**src/rtl/seg7_pkg.sv**
```systemverilog
// seg7_pkg: segment pattern constants and symbol codes shared by the seven-segment capture blocks
package seg7_pkg;
  localparam logic [6:0] LETRA_A = 7'h77;
  localparam logic [6:0] LETRA_F = 7'h71;
  localparam logic [6:0] LETRA_P = 7'h73;
  localparam logic [6:0] NIVEL_N = 7'h54;
  localparam logic [6:0] NIVEL_A_LO = 7'h5F;
  localparam logic [6:0] DESCALIBRADO = 7'h40;
  localparam logic [6:0] SEG_DIGIT [10] = '{7'h3F, 7'h06, 7'h5B, 7'h4F, 7'h66, 7'h6D, 7'h7D, 7'h07, 7'h7F, 7'h6F};
  typedef enum logic [4:0] {
    SYM_0 = 5'd0, SYM_1, SYM_2, SYM_3, SYM_4, SYM_5, SYM_6, SYM_7,
    SYM_8, SYM_9, SYM_A, SYM_B, SYM_C, SYM_D, SYM_E, SYM_F,
    SYM_P = 5'd16, SYM_N = 5'd17, SYM_A_LO = 5'd18, SYM_BLANK = 5'd19,
    SYM_INV = 5'd31
  } sym_t;
endpackage

```
**src/rtl/seg7_decode.sv**
```systemverilog
// seg7_decode: maps a dp-stripped segment pattern {g..a} to its symbol code
module seg7_decode
  import seg7_pkg::*;
(
  input  logic [6:0] pat,
  output sym_t       sym
);
  // pure lookup; anything not drawn by the display encoder is invalid
  always_comb begin
    case (pat)
      SEG_DIGIT[0]: sym = SYM_0;
      SEG_DIGIT[1]: sym = SYM_1;
      SEG_DIGIT[2]: sym = SYM_2;
      SEG_DIGIT[3]: sym = SYM_3;
      SEG_DIGIT[4]: sym = SYM_4;
      SEG_DIGIT[5]: sym = SYM_5;
      SEG_DIGIT[6]: sym = SYM_6;
      SEG_DIGIT[7]: sym = SYM_7;
      SEG_DIGIT[8]: sym = SYM_8;
      SEG_DIGIT[9]: sym = SYM_9;
      LETRA_A:      sym = SYM_A;
      7'h7C:        sym = SYM_B;
      7'h39:        sym = SYM_C;
      7'h5E:        sym = SYM_D;
      7'h79:        sym = SYM_E;
      LETRA_F:      sym = SYM_F;
      LETRA_P:      sym = SYM_P;
      NIVEL_N:      sym = SYM_N;
      NIVEL_A_LO:   sym = SYM_A_LO;
      7'h00:        sym = SYM_BLANK;
      default:      sym = SYM_INV;
    endcase
  end
endmodule

```
**src/rtl/seg7_symbol_capture.sv**
```systemverilog
// seg7_symbol_capture: debounces a sampled segment bus, decodes it and hands new symbols out via valid/ready
module seg7_symbol_capture
  import seg7_pkg::*;
#(
  parameter int NBITS_SEG     = 8,
  parameter int STABLE_CYCLES = 4,
  parameter int NBITS_CNT     = 8
) (
  input  logic                 clk_2,
  input  logic                 reset,
  input  logic [NBITS_SEG-1:0] seg_in,
  input  logic                 sym_ready,
  output logic                 sym_valid,
  output logic [4:0]           sym_code,
  output logic                 sym_dp,
  output logic                 overrun,
  output logic [NBITS_CNT-1:0] err_count
);
  localparam int W = $clog2(STABLE_CYCLES + 1);
  localparam logic [W-1:0] FULL = W'(STABLE_CYCLES);
  logic [NBITS_SEG-1:0] cand_q, cand_d;
  logic [W-1:0]         stab_q, stab_d;
  sym_t                 code_q, code_d, dec;
  logic                 dp_q, dp_d, valid_q, valid_d, ovr_q, ovr_d;
  logic [NBITS_CNT-1:0] err_q, err_d;
  logic                 same, accept, commit, cand_dp;
  seg7_decode u_decode (.pat(cand_q[6:0]), .sym(dec));
  // the output pair doubles as the committed pair: both only ever change together on a commit
  always_comb begin
    cand_dp = cand_q[NBITS_SEG-1];
    same    = seg_in == cand_q;
    accept  = same && stab_q == FULL - 1'b1;
    commit  = accept && {dec, cand_dp} != {code_q, dp_q};
    cand_d  = seg_in;
    stab_d  = !same ? W'(1) : stab_q == FULL ? FULL : stab_q + 1'b1;
    code_d  = commit ? dec : code_q;
    dp_d    = commit ? cand_dp : dp_q;
    valid_d = commit | (valid_q & ~sym_ready);
    ovr_d   = ovr_q | (commit & valid_q & ~sym_ready);
    err_d   = (accept && dec == SYM_INV && ~&err_q) ? err_q + 1'b1 : err_q;
  end
  // state registers; reset discards any partial window and any pending symbol
  always_ff @(posedge clk_2 or posedge reset) begin
    if (reset) begin
      cand_q  <= '0;
      stab_q  <= '0;
      code_q  <= SYM_BLANK;
      dp_q    <= 1'b0;
      valid_q <= 1'b0;
      ovr_q   <= 1'b0;
      err_q   <= '0;
    end else begin
      cand_q  <= cand_d;
      stab_q  <= stab_d;
      code_q  <= code_d;
      dp_q    <= dp_d;
      valid_q <= valid_d;
      ovr_q   <= ovr_d;
      err_q   <= err_d;
    end
  end
  assign sym_valid = valid_q;
  assign sym_code  = code_q;
  assign sym_dp    = dp_q;
  assign overrun   = ovr_q;
  assign err_count = err_q;
endmodule

```
**config.mk**
```make
export PLATFORM = sky130hd
export DESIGN_NAME = seg7_symbol_capture
export DESIGN_NICKNAME = d
export VERILOG_FILES = /design/src/rtl/seg7_pkg.sv /design/src/rtl/seg7_decode.sv /design/src/rtl/seg7_symbol_capture.sv
export SDC_FILE = /design/constraint.sdc
export NUM_CORES = 1
export LEC_CHECK = 0
export CAP_MARGIN = 15
export CELL_PAD_IN_SITES_DETAIL_PLACEMENT = 1
export CELL_PAD_IN_SITES_GLOBAL_PLACEMENT = 2
export CORE_MARGIN = 2
export CORE_UTILIZATION = 35
export CTS_CLUSTER_DIAMETER = 40
export DETAILED_ROUTE_END_ITERATION = 8
export GPL_ROUTABILITY_DRIVEN = 0
export PLACE_DENSITY = 0.82
export SLEW_MARGIN = 5
export SYNTH_ARGS = -nofsm -noshare
export SYNTH_HDL_FRONTEND = slang
export SYNTH_HIERARCHICAL = 1
export SYNTH_SLANG_ARGS = --single-unit
```
**constraint.sdc**
```tcl
create_clock -name clk_2 -period 5.4 [get_ports clk_2]
set_input_delay 1.08 -clock clk_2 [delete_from_list [all_inputs] [get_ports clk_2]]
set_output_delay 1.08 -clock clk_2 [all_outputs]
set_load 0.03 [all_outputs]
```
Yosys cells after proc, flatten, opt, wreduce, memory -nomap -nowiden

Cells that the tools add are included.

Register bits: 27
Bits of input ports: 11
Logic and storage cells: 49
Output and inout bits: 16

Add/subtract/negate cells: 2
Reductions and logical operators: 7
Mux-type cells: 3
Bitwise logic cells: 6
Equality and inequality tests: 24

Operator list:

| operator                                             | number |
|---|---|
| equality test 7 bit (second input constant)          | 15 |
| one-hot mux 5 bit (20 select lines)                  | 1 |
| equality test 7 x 3 -> 1 bit (second input constant) | 2 |
| equality test 7 x 6 -> 1 bit (second input constant) | 2 |
| adder 8 x 1 -> 8 bit (second input constant)         | 1 |
| equality test 8 bit                                  | 1 |
| AND reduction 8 bit                                  | 1 |
| logical NOT 7 bit                                    | 1 |
| 2-to-1 mux 3 bit                                     | 2 |
| inequality test 6 bit                                | 1 |
| equality test 5 bit (second input constant)          | 1 |
| logical AND 1 bit                                    | 4 |
| adder 3 x 1 -> 3 bit (second input constant)         | 1 |
| AND 1 bit                                            | 3 |
| equality test 3 x 2 -> 1 bit (second input constant) | 1 |
| equality test 3 bit (second input constant)          | 1 |
| OR 1 bit                                             | 2 |
| logical NOT 1 bit                                    | 1 |
| NOT 1 bit                                            | 1 |

Logic depth before layout (Yosys ltp)

Gate-level depths: netlist of run 1.

Depth in word-level cells: 7
Depth in mapped cells: 12

Modules after synthesis

Netlist of run 1, hierarchy kept.

Modules (own cells, without submodules):

| module              | cells each | area an instance (um^2) | times used |
|---|---|---|---|
| seg7_symbol_capture | 106        | 1244.9                  | 1 |
| seg7_decode         | 71         | 445.4                   | 1 |

Least setup slack after synthesis of run 1

No wires, ideal clock.

Kind: input to register
Start point: input port seg_in[1]
End point: register err_q[1], in the netlist err_count[1]
Slack: 2812 ps
Cell stages on the path: 5
Arrival time: 2463 ps
Required time: 5275 ps
Path buffers: 0
Library setup time: 125 ps
Cells stage by stage: xnor2_1 nand4_1 or4_4 or2_2 mux2_2

Word-level cells in the longest chain between the ends: 4

Ends and longest elaborated chain:

| item                           | RTL line                  | text |
|---|---|---|
| start: declaration             | seg7_symbol_capture.sv:11 | `input logic [NBITS_SEG-1:0] seg_in,` |
| equality test 8 bit            | seg7_symbol_capture.sv:31 | `same = seg_in == cand_q;` |
| logical AND 1 bit              | seg7_symbol_capture.sv:32 | `accept = same && stab_q == FULL - 1'b1;` |
| logical AND 1 bit (2 in a row) | seg7_symbol_capture.sv:40 | `err_d = (accept && dec == SYM_INV && ~&err_q) ? err_q + 1'b1 : err_q;` |
| end signal: assignment         | seg7_symbol_capture.sv:59 | `err_q <= err_d;` |
| end: declaration               | seg7_symbol_capture.sv:25 | `logic [NBITS_CNT-1:0] err_q, err_d;` |

No other way between the ends.
A chain may end at the register's enable or synchronous reset.

Worst setup path in the final report of run 1

Start point: register cand_q[6]
End point: register err_q[1], in the netlist err_count[1]

Word-level cells in the longest chain between the ends: 5
Elaborated cells on any way between the ends: 26

Ends and longest elaborated chain:

| item                                              | RTL line                  | text |
|---|---|---|
| start: declaration                                | seg7_symbol_capture.sv:21 | `logic [NBITS_SEG-1:0] cand_q, cand_d;` |
| start signal: assignment                          | seg7_symbol_capture.sv:53 | `cand_q <= cand_d;` |
| equality test 7 bit, or another cell as far along | seg7_decode.sv:10         | `case (pat)` |
| one-hot mux 5 bit (20 select lines) *             | seg7_decode.sv:10         |  |
| named net dec[2]                                  | seg7_symbol_capture.sv:23 | `sym_t code_q, code_d, dec;` |
| equality test 5 bit *                             | seg7_symbol_capture.sv:40 |  |
| logical AND 1 bit * (2 in a row)                  | seg7_symbol_capture.sv:40 |  |

Mark *: on every way through the listed nets, which the timed path passes. The rest lies on a longest branch.

==> results list, run 1 <==
- Status: finished, final reports clean
- Of the cells placed in the final design, the portion with a size suffix greater than 1 is 11.1%.
- In this run the post-CTS setup repair buffer count came out at 0.
- For the worst setup path, the data required time is around 5600 ps.
- The die is about 73 um tall.
* Endpoint kind of the worst setup timing path: register
* Maximum capacitance violations: 0
- Yosys printed 6 warnings.
- Number of nets in the finished design: 215
- The worst path uses 62.5% of the clock period.
- The cell area that synthesis handed to floorplanning was 1690 um^2.
- Entering global routing, the biggest net connects 28 pins.
- VDD sags by at most 0.134 mV.
* Worst-case setup margin in the final layout: 2030 ps
- Clock latency on the worst-skew pair: approximately 270 ps
- The routed design could run at a clock period as short as 3370 ps.
- In the routed layout, each cell is associated on average with a via count of ~5.5.
* Synthesized netlist cell count: 177
* TritonCTS clock tree: yes
- Antenna Violating Nets Remaining: 0
- Post-cts gate resize count: 0
* Chip Width: around 73 um
* Buf+Inv Stages, Crit Path: 0
- Cell with the biggest individual delay on the critical path: sky130_fd_sc_hd__dfrtp_1
* Global-route congestion overflow total: 0
- After synthesis, the share of flip-flops with an asynchronous set or reset is 100%.
- Clock root buffer master: sky130_fd_sc_hd__clkbuf_8
* TritonCTS Buffers: 3
* Critical Setup Path Class: register to register
- The critical path goes through nor4_1 > and3_1 > a211o_1 > nor4_1 > nand3_1 > nor2_1 > o21ai_0 > or2_2 > mux2_2.
- The routed layout has around 1400 vias.
- Kind of cell adding the most delay to the critical path: simple AND/OR/NAND/NOR gates
* Global-route usage over all layers: 16.6%
- For the final database, setup skew stands at 2.79 ps.
* Drt pass-1 iters: 4
- Share of the synthesized area in the top cell type: 35.5%
- Number of synthesized flops with an enable pin: 0
- Area delta synth->final: 20.5%
* Unrepaired setup endpoints after global routing: false
* P per Cell Area: 188 nW/um^2
- Setup violations remaining at the end of the flow were counted as 0.
- Delay of the slowest cell on the worst path: 750 ps
* Wire length of the first global-routing pass: about 7000 um
- In this run the static leakage power is 0.836 nW.
* Most used cells in the layout excluding fill and tap cells: sky130_fd_sc_hd__clkdlybuf4s50_1, sky130_fd_sc_hd__dfrtp_1, sky130_fd_sc_hd__nand2_1, sky130_fd_sc_hd__xnor2_1
- Counting every net in the synthesized netlist gives 192.
- The synthesized netlist contains 43 unique library cells.
- First DRT Iteration DRCs: 37
- In this run, synthesis produced a sequential element count of 27.
- Ranking of synthesized cells by area: sky130_fd_sc_hd__dfrtp_1, sky130_fd_sc_hd__xnor2_1, sky130_fd_sc_hd__mux2_2
- After routing, the total negative slack on setup checks comes to 0 ps.
* Largest fanout on the critical path: 18
- OpenSTA, run right after detailed placement, puts the worst setup slack at 2090 ps.
- STA puts the critical path data arrival time at 3540 ps.
- At the pin with the least slew margin, the transition time is just under 700 ps.
- Post-detailed-route DRC marker count: 0
- In this run the standard cell core region covers around 4700 um^2.
- The number of pins exceeding their max-slew limit in the final report was 0.
- The tightest min-delay check is of the register to register type.
- Headroom to the max-slew limit came out at around 53%.
* Most common cell after layout, fill and taps aside: sky130_fd_sc_hd__clkdlybuf4s50_1
- The number of antenna violations at the first check in global routing came to 0.
* Routed wire length per instance: 16.2 um
- After clock tree synthesis, the clock-pin slew on the worst setup and hold paths is 90 ps.
* Maximum level of the CTS H-tree: 1
- The worst setup path is launched from a register.
* Mean area per synthesized cell: about 9.6 um^2
* Effective utilization at floorplan: 36.0%
- After detailed routing, the total wire length is between 4000 and 5000 um.
* Number of rows in the core area: 25
* Area leader, netlist: sky130_fd_sc_hd__dfrtp_1
- CTS saw 27 sinks.
- Clock buffer depth: 2
- Number of buffer cells added on primary ports: 26
- 27 I/O pins were placed.
- The number of hold-slack violations in the final timing report is 0.
* Number of global-route vias before repair: 1441
* Max frequency: 297 MHz
* Die Area: 5400 um^2
- Cell with the most instances on the worst path: sky130_fd_sc_hd__nor4_1
- Post-detail-place hpwl: 3020 um
- The repair_antennas step left the layout with diodes totalling 0.
* # hold bufs at CTS: 0
- Sequential share of the synthesized area: 40.2%
- Commonest register cell after synthesis: sky130_fd_sc_hd__dfrtp_1
==> cell usage after synthesis, types with 2 or more instances <==
cell / instances
sky130_fd_sc_hd__xnor2_1: 12
sky130_fd_sc_hd__ha_1: 4
sky130_fd_sc_hd__nand3_1: 9
sky130_fd_sc_hd__and4_1: 2
sky130_fd_sc_hd__or4bb_1: 3
sky130_fd_sc_hd__nand2_1: 16
sky130_fd_sc_hd__nand2b_1: 4
sky130_fd_sc_hd__o21ai_0: 4
sky130_fd_sc_hd__nand4_1: 3
sky130_fd_sc_hd__o22ai_1: 2
sky130_fd_sc_hd__dfrtp_1: 24
sky130_fd_sc_hd__mux2_2: 9
sky130_fd_sc_hd__buf_4: 2
sky130_fd_sc_hd__nor2_1: 8
sky130_fd_sc_hd__nor3_1: 9
sky130_fd_sc_hd__xor2_1: 7
sky130_fd_sc_hd__inv_1: 9
sky130_fd_sc_hd__a21oi_1: 3
sky130_fd_sc_hd__dfstp_2: 3
sky130_fd_sc_hd__and3_1: 3
sky130_fd_sc_hd__nand4b_1: 2
sky130_fd_sc_hd__o31ai_1: 2
sky130_fd_sc_hd__o211ai_1: 3
sky130_fd_sc_hd__nor4_1: 7
sky130_fd_sc_hd__buf_2: 5
sky130_fd_sc_hd__nand3b_1: 5
==> worst reg2reg max path, stage by stage (launching register included) <==
cell                      delay (ps)
sky130_fd_sc_hd__dfrtp_1         750
sky130_fd_sc_hd__nor4_1          140
sky130_fd_sc_hd__and3_1          250
sky130_fd_sc_hd__a211o_1         320
sky130_fd_sc_hd__nor4_1          630
sky130_fd_sc_hd__nand3_1         200
sky130_fd_sc_hd__nor2_1          200
sky130_fd_sc_hd__o21ai_0         170
sky130_fd_sc_hd__or2_2           330
sky130_fd_sc_hd__mux2_2          270
==> metal layers <==
| layer | track usage, % | part of all wire [%] | vias up |
|---|---|---|---|
| met1 | 23.3 | 49 | 685 |
| met2 | 26.7 | 46 | 29 |
| met5 | 0 | 0 | - |
| met3 | 3.16 | 4.1 | 4 |
| met4 | 3.64 | 0.88 | 0 |
| li1 | - | - | 683 |
==> registers in the layout (all words and copies together), names as in the netlist <==
name and count:
overrun 1, sym_dp 1, sym_code 5, stab_q 3, sym_valid 1, cand_q 8
err_count 8
==> cell families after synthesis <==
logic type	share of synthesized area, %
simple gates	26.4
flops	40.2
compound gates	8.73
xor+xnor	9.84
buf+inv	5.25
mux	6.59
fa+ha+maj	2.96
==> stage by stage <==
stage	util [%]	hold WS (ps)	power, W	instances	cell area [um^2]
global route	43.4	528	0.000404	253	2040
global placement	41.8	464	0.000266	248	1960
CTS	42.8	497	0.000385	252	2010
floorplan	-	463	0.000252	177	1690
detailed placement	41.8	470	0.000269	248	1960
finish	43.4	491	0.000382	253	2040
==> power by group <==
group	internal [W]	switching (W)	leakage (nW)
Sequential	0.000205	0.0000136	0.337
Clock	0.0000517	0.0000623	0.0255
Combinational	0.0000241	0.0000249	0.473
==> worst paths after layout <==
check / from / endpoint / slack (ps) / cells after the start
min in group asynchronous: reset / cand_q[0]$_DFF_PP0_ / 1030 / 2
max in group asynchronous: reset / sym_code[1]$_DFFE_PP1P_ / 3890 / 3
worst max-delay path: cand_q[6]$_DFF_PP0_ / err_count[1]$_DFFE_PP0P_ / 2030 / 9
worst max register to register: cand_q[6]$_DFF_PP0_ / err_count[1]$_DFFE_PP0P_ / 2030 / 9
worst min-delay path: overrun$_DFF_PP0_ / overrun$_DFF_PP0_ / 490 / 1
worst min register to register: overrun$_DFF_PP0_ / overrun$_DFF_PP0_ / 490 / 1
==> area by class of cell <==
cell class	instances	area, um^2
fill	537	2660
multi-input combinational	132	922
clock inverter	1	5.00
sequential	27	679
timing repair buffer	27	288
tap	54	67.6
clock buffer	3	41.3
inverter	9	33.8
Power figures use the tool's default switching activity.
==> run 2, diff against run 1 <==
--- a/config.mk
+++ b/config.mk
@@ -9,11 +9,11 @@
 export CELL_PAD_IN_SITES_DETAIL_PLACEMENT = 1
 export CELL_PAD_IN_SITES_GLOBAL_PLACEMENT = 2
 export CORE_MARGIN = 2
-export CORE_UTILIZATION = 35
+export CORE_UTILIZATION = 30
 export CTS_CLUSTER_DIAMETER = 40
 export DETAILED_ROUTE_END_ITERATION = 8
 export GPL_ROUTABILITY_DRIVEN = 0
-export PLACE_DENSITY = 0.82
+export PLACE_DENSITY = 0.75
 export SLEW_MARGIN = 5
 export SYNTH_ARGS = -nofsm -noshare
 export SYNTH_HDL_FRONTEND = slang
==> constraint.sdc (replaced) <==
create_clock -name clk_2 -period 3 [get_ports clk_2]
set_input_delay 0.6 -clock clk_2 [delete_from_list [all_inputs] [get_ports clk_2]]
set_output_delay 0.6 -clock clk_2 [all_outputs]
set_load 0.03 [all_outputs]
==> run 2 against run 1 <==
Clock skew increased by 5.3 ps. Count of clock-buffer cells in the layout unchanged. Highest routed layer unchanged. Global-route usage is 2.0 points lower. Critical endpoint is now overrun$_DFF_PP0_. Worst hold slack about the same. Wire length rose by 4.8%. Sequential power increased by 78%. Die area up 16%.
==> results list, run 2 (same netlist as run 1, synthesis figures left out) <==
- Peak supply drop: 0.186 mV (+39%)
- The storage element area is 687 um^2 (+1.1%).
* Post-detail-place hpwl: 3340 um (+11%)
- The H-tree depth is 1 (unchanged).
- Clk slew on worst S/H paths: 90 ps (about the same)
- Max-slew headroom: 73.3% (+20 points)
- Clock buffer depth: 2 (unchanged)
- Number of nets in the finished design: 227 (+5.6%)
- The fraction of final layout cells sized beyond drive strength 1 is 20.4% (+9.3 points).
* Setup-failing EPs final: 0 (unchanged)
- Max frequency: 359 MHz (+21%)
- Largest fanout on the critical path: 15 (-3)
- Number of rows in the core area: 27 (+8.0%)
- The critical path is of the register to register type.
* First DRT Iteration DRCs: 74 (+100%)
* P per Cell Area: 329 nW/um^2 (+76%)
- The number of buffers added on ports came to 26 (unchanged).
- Leaving out fill and tap cells, the most frequent cell in the layout is sky130_fd_sc_hd__clkdlybuf4s50_1.
- Post-detailed-route DRC marker count: 0 (unchanged)
- TritonCTS built the clock tree.
- The number of diodes added for antenna fixing is 0 (unchanged).
* Tmin final: 2780 ps (-589 ps)
* Die Ht: 79.1 um (+7.6%)
- The footprint of the multi-input gates was 941 um^2 (+2.0%).
- The number of fill cells in the layout was 640 (+19%).
- Area delta synth->final: 27.7%
- The global-route wire length before repair is 7360 um (+4.1%).
- The post-detailed-route wirelength per cell came to 15.2 um (-6.3%).
- The die area came to 6250 um^2 (+16%).
- Global-route congestion overflow total: 0 (unchanged)
- The number of pins exceeding their max-slew limit in the final report is 0 (unchanged).
- Drt pass-1 iters: 4 (unchanged)
* Maximum number of pins on one net before global-route repair: 28 (unchanged)
- Effective utilization at floorplan: 30.9% (-5.1 points)
- Antenna Violating Nets Remaining: 0 (unchanged)
- Number of antenna violations at the first check in global routing: 0 (unchanged)
- Maximum capacitance violations: 0 (unchanged)
- Setup repair after global routing left no endpoint under its margin.
- The clock buffer count from CTS was 3 (unchanged).
- Worst EP arrival: 2950 ps (-590 ps)
- The root buffer cell chosen for the clock tree is sky130_fd_sc_hd__clkbuf_8.
* Endpoints failing hold: 0 (unchanged)
- The post-layout worst setup margin is 217 ps (-1810 ps).
- The number of hold buffers added after CTS is 0 (unchanged).
- Kind of start point of the critical path: register
- Required time of the critical path: 3170 ps (-2390 ps)
- Chip Width: 79.1 um (+7.6%)
- The worst setup path is captured at a register.
- Pre-CTS worst setup slack: 124 ps (-1970 ps)
* Vias/cell: 5.10 (-7.9%)
- The maximum clock skew at final layout came to 8.11 ps (+5.32 ps).
- Ports placed on the boundary: 27 (unchanged)
- The routed wire length is 4290 um (+4.8%).
* Global-route usage over all layers: 14.6% (-2.0 points)
- The setup TNS came to 0 ps (unchanged).
- Dpl cells: 279 (+13%)
- The worst hold path belongs to the class register to register.
- Most used cells in the layout excluding fill and tap cells: sky130_fd_sc_hd__clkdlybuf4s50_1, sky130_fd_sc_hd__dfrtp_1, sky130_fd_sc_hd__nand2_1, sky130_fd_sc_hd__buf_4, sky130_fd_sc_hd__xnor2_1
* Total number of vias: 1444 (+3.1%)
* Final standard cell count with taps included and fillers excluded: 283 (+12%)
- The transition time of the tightest slew-check pin is 397 ps (-297 ps).
- Fin Hold WS: 491 ps (+0.0770 ps)
* Clock latency on the worst-skew pair: 280 ps (about the same)
* Number of global-route vias before repair: 1583 (+9.9%)
* Portion of the clock cycle consumed by the worst path in the final layout: 92.8% (+30 points)
* Floorplan Core Area: 5470 um^2 (+17%)
- The flow ran to the end, and the final reports show no timing, DRC or antenna violations.
- The clock sink total was 27 (unchanged).
- Leakage power: 0.878 nW (+5.1%)
[run 2: cell type report]
cell class | instances | share of cell area, %
Clock buffer | 3 | 1.91
Clock inverter | 1 | 0.348
Inverter | 9 | 1.57
Multi-Input combinational cell | 132 | 43.6
Sequential cell | 27 | 31.8
Tap cell | 72 | 4.17
Timing Repair Buffer | 39 | 16.6
[run 2: metrics by stage]
| stage | area (um^2) | power, W | util (%) |
|---|---|---|---|
| floorplan | 1690 | 0.000453 | - |
| global placement | 2080 | 0.000497 | 38.1 |
| detailed placement | 2080 | 0.000501 | 38.1 |
| CTS | 2130 | 0.000715 | 39.0 |
| global route | 2160 | 0.000751 | 39.4 |
| finish | 2160 | 0.000711 | 39.4 |
[run 2: repair_timing]
item                       CTS  global route
resized for setup            0             9
setup buffers                0             0
setup endpoints to repair    0             8
[run 2: power breakdown]
part	leakage, nW	internal (W)	switching (W)
combinational	0.525	0.0000543	0.0000526
sequential	0.331	0.000371	0.0000181
clock	0.0217	0.0000944	0.000121
[run 2: path summary, 6_finish.rpt]
check	from	endpoint	slack [ps]	depth (start not counted)
setup / recovery	cand_q[5]$_DFF_PP0_	overrun$_DFF_PP0_	220	11
min in group asynchronous	reset	stab_q[0]$_DFF_PP0_	670	3
max in group asynchronous	reset	sym_code[0]$_DFFE_PP1P_	2010	3
hold reg to reg	overrun$_DFF_PP0_	overrun$_DFF_PP0_	490	1
setup reg to reg	cand_q[5]$_DFF_PP0_	overrun$_DFF_PP0_	220	11
hold / removal	overrun$_DFF_PP0_	overrun$_DFF_PP0_	490	1
[run 2: metal layers]
layer  share of wire, %  wire, um  vias up  global-route usage, %
met2                 51      2180       21                   25.6
li1                   -         -      699                      -
met4               0.75        32        0                   3.45
met5                  0         0        -                      0
met3                2.4       101        4                   2.73
met1                 46      1980      720                   18.7
[run 2: critical path: stages, from the launching register on]
cell	delay, ps
sky130_fd_sc_hd__dfrtp_2	520
sky130_fd_sc_hd__or3b_1	430
sky130_fd_sc_hd__a2111oi_2	410
sky130_fd_sc_hd__nor4_2	110
sky130_fd_sc_hd__nand3b_1	130
sky130_fd_sc_hd__o211ai_1	140
sky130_fd_sc_hd__buf_4	170
sky130_fd_sc_hd__xor2_1	130
sky130_fd_sc_hd__nor4_1	280
sky130_fd_sc_hd__nand3_1	140
sky130_fd_sc_hd__nand4b_1	150
sky130_fd_sc_hd__o21bai_1	70
==> run 3, diff against run 2 <==
--- a/config.mk
+++ b/config.mk
@@ -5,15 +5,15 @@
 export SDC_FILE = /design/constraint.sdc
 export NUM_CORES = 1
 export LEC_CHECK = 0
-export CAP_MARGIN = 15
+export CAP_MARGIN = 0
 export CELL_PAD_IN_SITES_DETAIL_PLACEMENT = 1
 export CELL_PAD_IN_SITES_GLOBAL_PLACEMENT = 2
 export CORE_MARGIN = 2
-export CORE_UTILIZATION = 30
+export CORE_UTILIZATION = 33
 export CTS_CLUSTER_DIAMETER = 40
 export DETAILED_ROUTE_END_ITERATION = 8
 export GPL_ROUTABILITY_DRIVEN = 0
-export PLACE_DENSITY = 0.75
+export PLACE_DENSITY = 0.78
 export SLEW_MARGIN = 5
 export SYNTH_ARGS = -nofsm -noshare
 export SYNTH_HDL_FRONTEND = slang
==> constraint.sdc (replaced) <==
create_clock -name clk_2 -period 2.7 [get_ports clk_2]
set_input_delay 0.54 -clock clk_2 [delete_from_list [all_inputs] [get_ports clk_2]]
set_output_delay 0.54 -clock clk_2 [all_outputs]
set_load 0.03 [all_outputs]
==> run 3 against run 2 <==
The run now ends with negative setup slack left. Fmax up 0.65%. Critical endpoint is now err_count[1]$_DFFE_PP0P_. Largest cell class unchanged. Total power increased by 21%. Setup slack worse by 280 ps. Clock power increased by 8%. Wire length grew 30%. Count of clock-buffer cells in the layout did not move. Highest routed layer unchanged. Register-to-register slack worse by 280 ps.
==> results list, run 3 (same netlist as run 1, synthesis figures left out) <==
- Required time of the critical path: 2860 ps (-310 ps)
- The post-layout worst setup margin is -65.4 ps (-282 ps).
- STA classifies the critical path endpoint as a register.
- The relative max-transition margin was 77.3% (+4.0 points).
* Number of rows in the core area: 26 (-3.7%)
- Die Area: 5710 um^2 (-8.6%)
* Number of buffer cells added on primary ports: 26 (unchanged)
* Largest fanout on the critical path: 6 (-9)
* Area delta synth->final: 57.7%
- The number of hold buffers added after CTS was 0 (unchanged).
- Global-route usage over all layers: 19.4% (+4.7 points)
* Drt pass-1 iters: 4 (unchanged)
- The total setup violations reported at the end of the flow is 5 (+5).
- Cells on worst reg2reg path: 10 (-1)
* Total number of vias: 1684 (+17%)
* Worst Clk Skew: 2.35 ps (-5.77 ps)
- The final design utilization came to 53.2% (+14 points).
- Floorplan Core Area: 5010 um^2 (-8.5%)
- The fraction of final layout cells sized beyond drive strength 1 came to 43.1% (+23 points).
- Tmin final: 2770 ps (-17.9 ps)
* Number of antenna violations at the first check in global routing: 0 (unchanged)
* Number of diodes: 0 (unchanged)
- The pin count of the biggest net entering global routing is 28 (unchanged).
- The worst supply voltage drop on vdd was 0.220 mV (+19%).
* Transition time at the pin with the least slew margin: 337 ps (-60.0 ps)
* P per Cell Area: 322 nW/um^2 (-2.2%)
- The initial cell density of the core came to 33.7% (+2.9 points).
* Number of cells on the critical path: 10 (-1)
* Leakage power: 1.15 nW (+31%)
- TritonCTS Buffers: 3 (unchanged)
- The part of the total power dissipated in combinational logic is 23.7% (+8.7 points).
* Number of nets in the finished design: 276 (+22%)
- The number of nets still failing antenna checks after routing came to 0 (unchanged).
- Wirelength, routed: 5600 um (+30%)
- The number of hold-slack violations in the final timing report came to 0 (unchanged).
* Clock net sink count: 27 (unchanged)
* Sequential cell fraction of total power: 49.4% (-5.3 points)
- Clock root buffer master: sky130_fd_sc_hd__clkbuf_8
* TritonCTS clock tree: yes
* Worst reg2reg setup slack: -70 ps (-280 ps)
- The internal power was 0.000619 W (+19%).
- Net switching power: 0.000240 W (+25%)
- The vertical die dimension is 75.6 um (-4.4%).
- Number of filler cells placed in the layout: 593 (-7.3%)
* Max frequency: 362 MHz (+0.65%)
* Unrepaired setup endpoints after global routing: true
* Hold WC Path Type: register to register
* Post-detail-place hpwl: 3650 um (+9.1%)
- The maximum buffer depth of the clock tree was 2 (unchanged).
- The number of pins exceeding their max-slew limit in the final report is 0 (unchanged).
- Sw frac: 27.9% (+1.0 points)
* Routed wire length per instance: 17.0 um (+12%)
- The number of DRC violations after detailed routing came to 0 (unchanged).
- The clock network latency to the later pin of the worst-skew pair is 270 ps (about the same).
- Portion of the clock cycle consumed by the worst path in the final layout: 102% (+9.6 points)
- The worst setup timing slack at the placement stage is -93.9 ps (-218 ps).
* Violated checks: negative setup slack
* Number of global-route vias before repair: 1784 (+13%)
* Clk slew on worst S/H paths: 90 ps (about the same)
- Maximum capacitance violations: 0 (unchanged)
- The delay of the slowest cell on the worst path came to 560 ps (+40 ps).
- The remaining global-route overflow was 0 (unchanged).
- Vias/cell: 5.10 (about the same)
- The number of buffer and inverter stages on the critical path was 1 (unchanged).
- The count of routing violations after the opening detailed-route iteration was 68 (-8.1%).
- Ports placed on the boundary: 27 (unchanged)
- TNS Setup: -165 ps (-165 ps)
* Most used cells in the layout excluding fill and tap cells: sky130_fd_sc_hd__buf_4, sky130_fd_sc_hd__clkdlybuf4s50_1, sky130_fd_sc_hd__dfrtp_1, sky130_fd_sc_hd__nand2_1, sky130_fd_sc_hd__xnor2_1
- Among all stages on the critical path, the largest delay is contributed by sky130_fd_sc_hd__or4bb_4.
* Most common cell after layout, fill and taps aside: sky130_fd_sc_hd__buf_4
- By startpoint and endpoint, the worst setup path is classified as register to register.
* Kind of start point of the critical path: register
- Count of cells along the worst hold path: 1 (unchanged)
- Worst EP arrival: 2930 ps (-20 ps)
- Walking the worst path, the cells encountered are buf_6 > or4bb_4 > mux2i_1 > a21oi_1 > o211ai_1 > nand3_2 > nor2_4 > o21ai_2 > or2_4 > mux2_2.
- Status: complete, but fails checks
- The chip width was 75.6 um (-4.4%).
- Maximum level of the CTS H-tree: 1 (unchanged)
* Clock power share: 26.9% (-3.4 points)
* Kind of cell adding the most delay to the critical path: simple AND/OR/NAND/NOR gates
* Wire length of the first global-routing pass: 8360 um (+14%)
[run 3: cell count changes in the layout (fill, tap and decap cells not counted), sizes merged]
| cell | previous run | this run |
|---|---|---|
| buf | 13 | 62 |
| clkinv | 0 | 1 |
| clkinvlp | 1 | 0 |
[run 3: path summary, 6_finish.rpt]
path,startpoint,end
setup / recovery,cand_q[5]$_DFF_PP0_,err_count[1]$_DFFE_PP0P_
min in group asynchronous,reset,cand_q[2]$_DFF_PP0_
setup reg to reg,cand_q[5]$_DFF_PP0_,err_count[1]$_DFFE_PP0P_
hold / removal,overrun$_DFF_PP0_,overrun$_DFF_PP0_
hold reg to reg,overrun$_DFF_PP0_,overrun$_DFF_PP0_
max in group asynchronous,reset,sym_code[0]$_DFFE_PP1P_
[run 3: per-layer routing]
layer | global-route usage (%) | routed length [um] | vias up
met1 | 24.1 | 2380 | 849
met2 | 34.6 | 2990 | 29
met3 | 2.91 | 124 | 10
met4 | 5.85 | 102 | 0
met5 | 0 | 0 | -
li1 | - | - | 796
[run 3: metrics by stage]
step           power, W  hold slack (ps)  area [um^2]  std cells
4_1_cts        0.000835              506         2460        320
6_report       0.000859              495         2670        330
2_1_floorplan  0.000504              463         1690        177
3_5_place_dp   0.000580              483         2290        305
5_1_grt        0.000907              520         2670        330
3_3_place_gp   0.000573              459         2290        305
[run 3: power groups by stage]
stage	clock network (W)	registers [W]	logic, W
after global placement	0	0.000434	0.000140
after floorplan	0	0.000427	0.0000767
after global routing	0.000262	0.000426	0.000219
after CTS	0.000242	0.000424	0.000169
final	0.000232	0.000424	0.000203
after detailed placement	0	0.000434	0.000146
[run 3: timing repair]
item	4_1_cts	5_1_grt
hold endpoints to repair	0	0
setup buffers	11	10
setup endpoints to repair	5	10
pin swaps	7	16
gates resized for setup	19	27
[run 3: cell type report]
type                    instances  area [um^2]  area share (%)
repair buffers                 88          728            27.3
inverters                       9         33.8            1.27
clock inverters                 1         5.00           0.188
flip-flops and latches         27          688            25.8
well taps                      70         87.6            3.28
multi-input cells             132         1080            40.6
clock buffers                   3         41.3            1.55
[run 3: worst register-to-register path, delay by kind of cell, from the launching register on]
kind            cells  cell delay [ps]
mux                 2              470
flops               1              450
buf+inv             1              130
compound gates      3              460
simple gates        4             1140
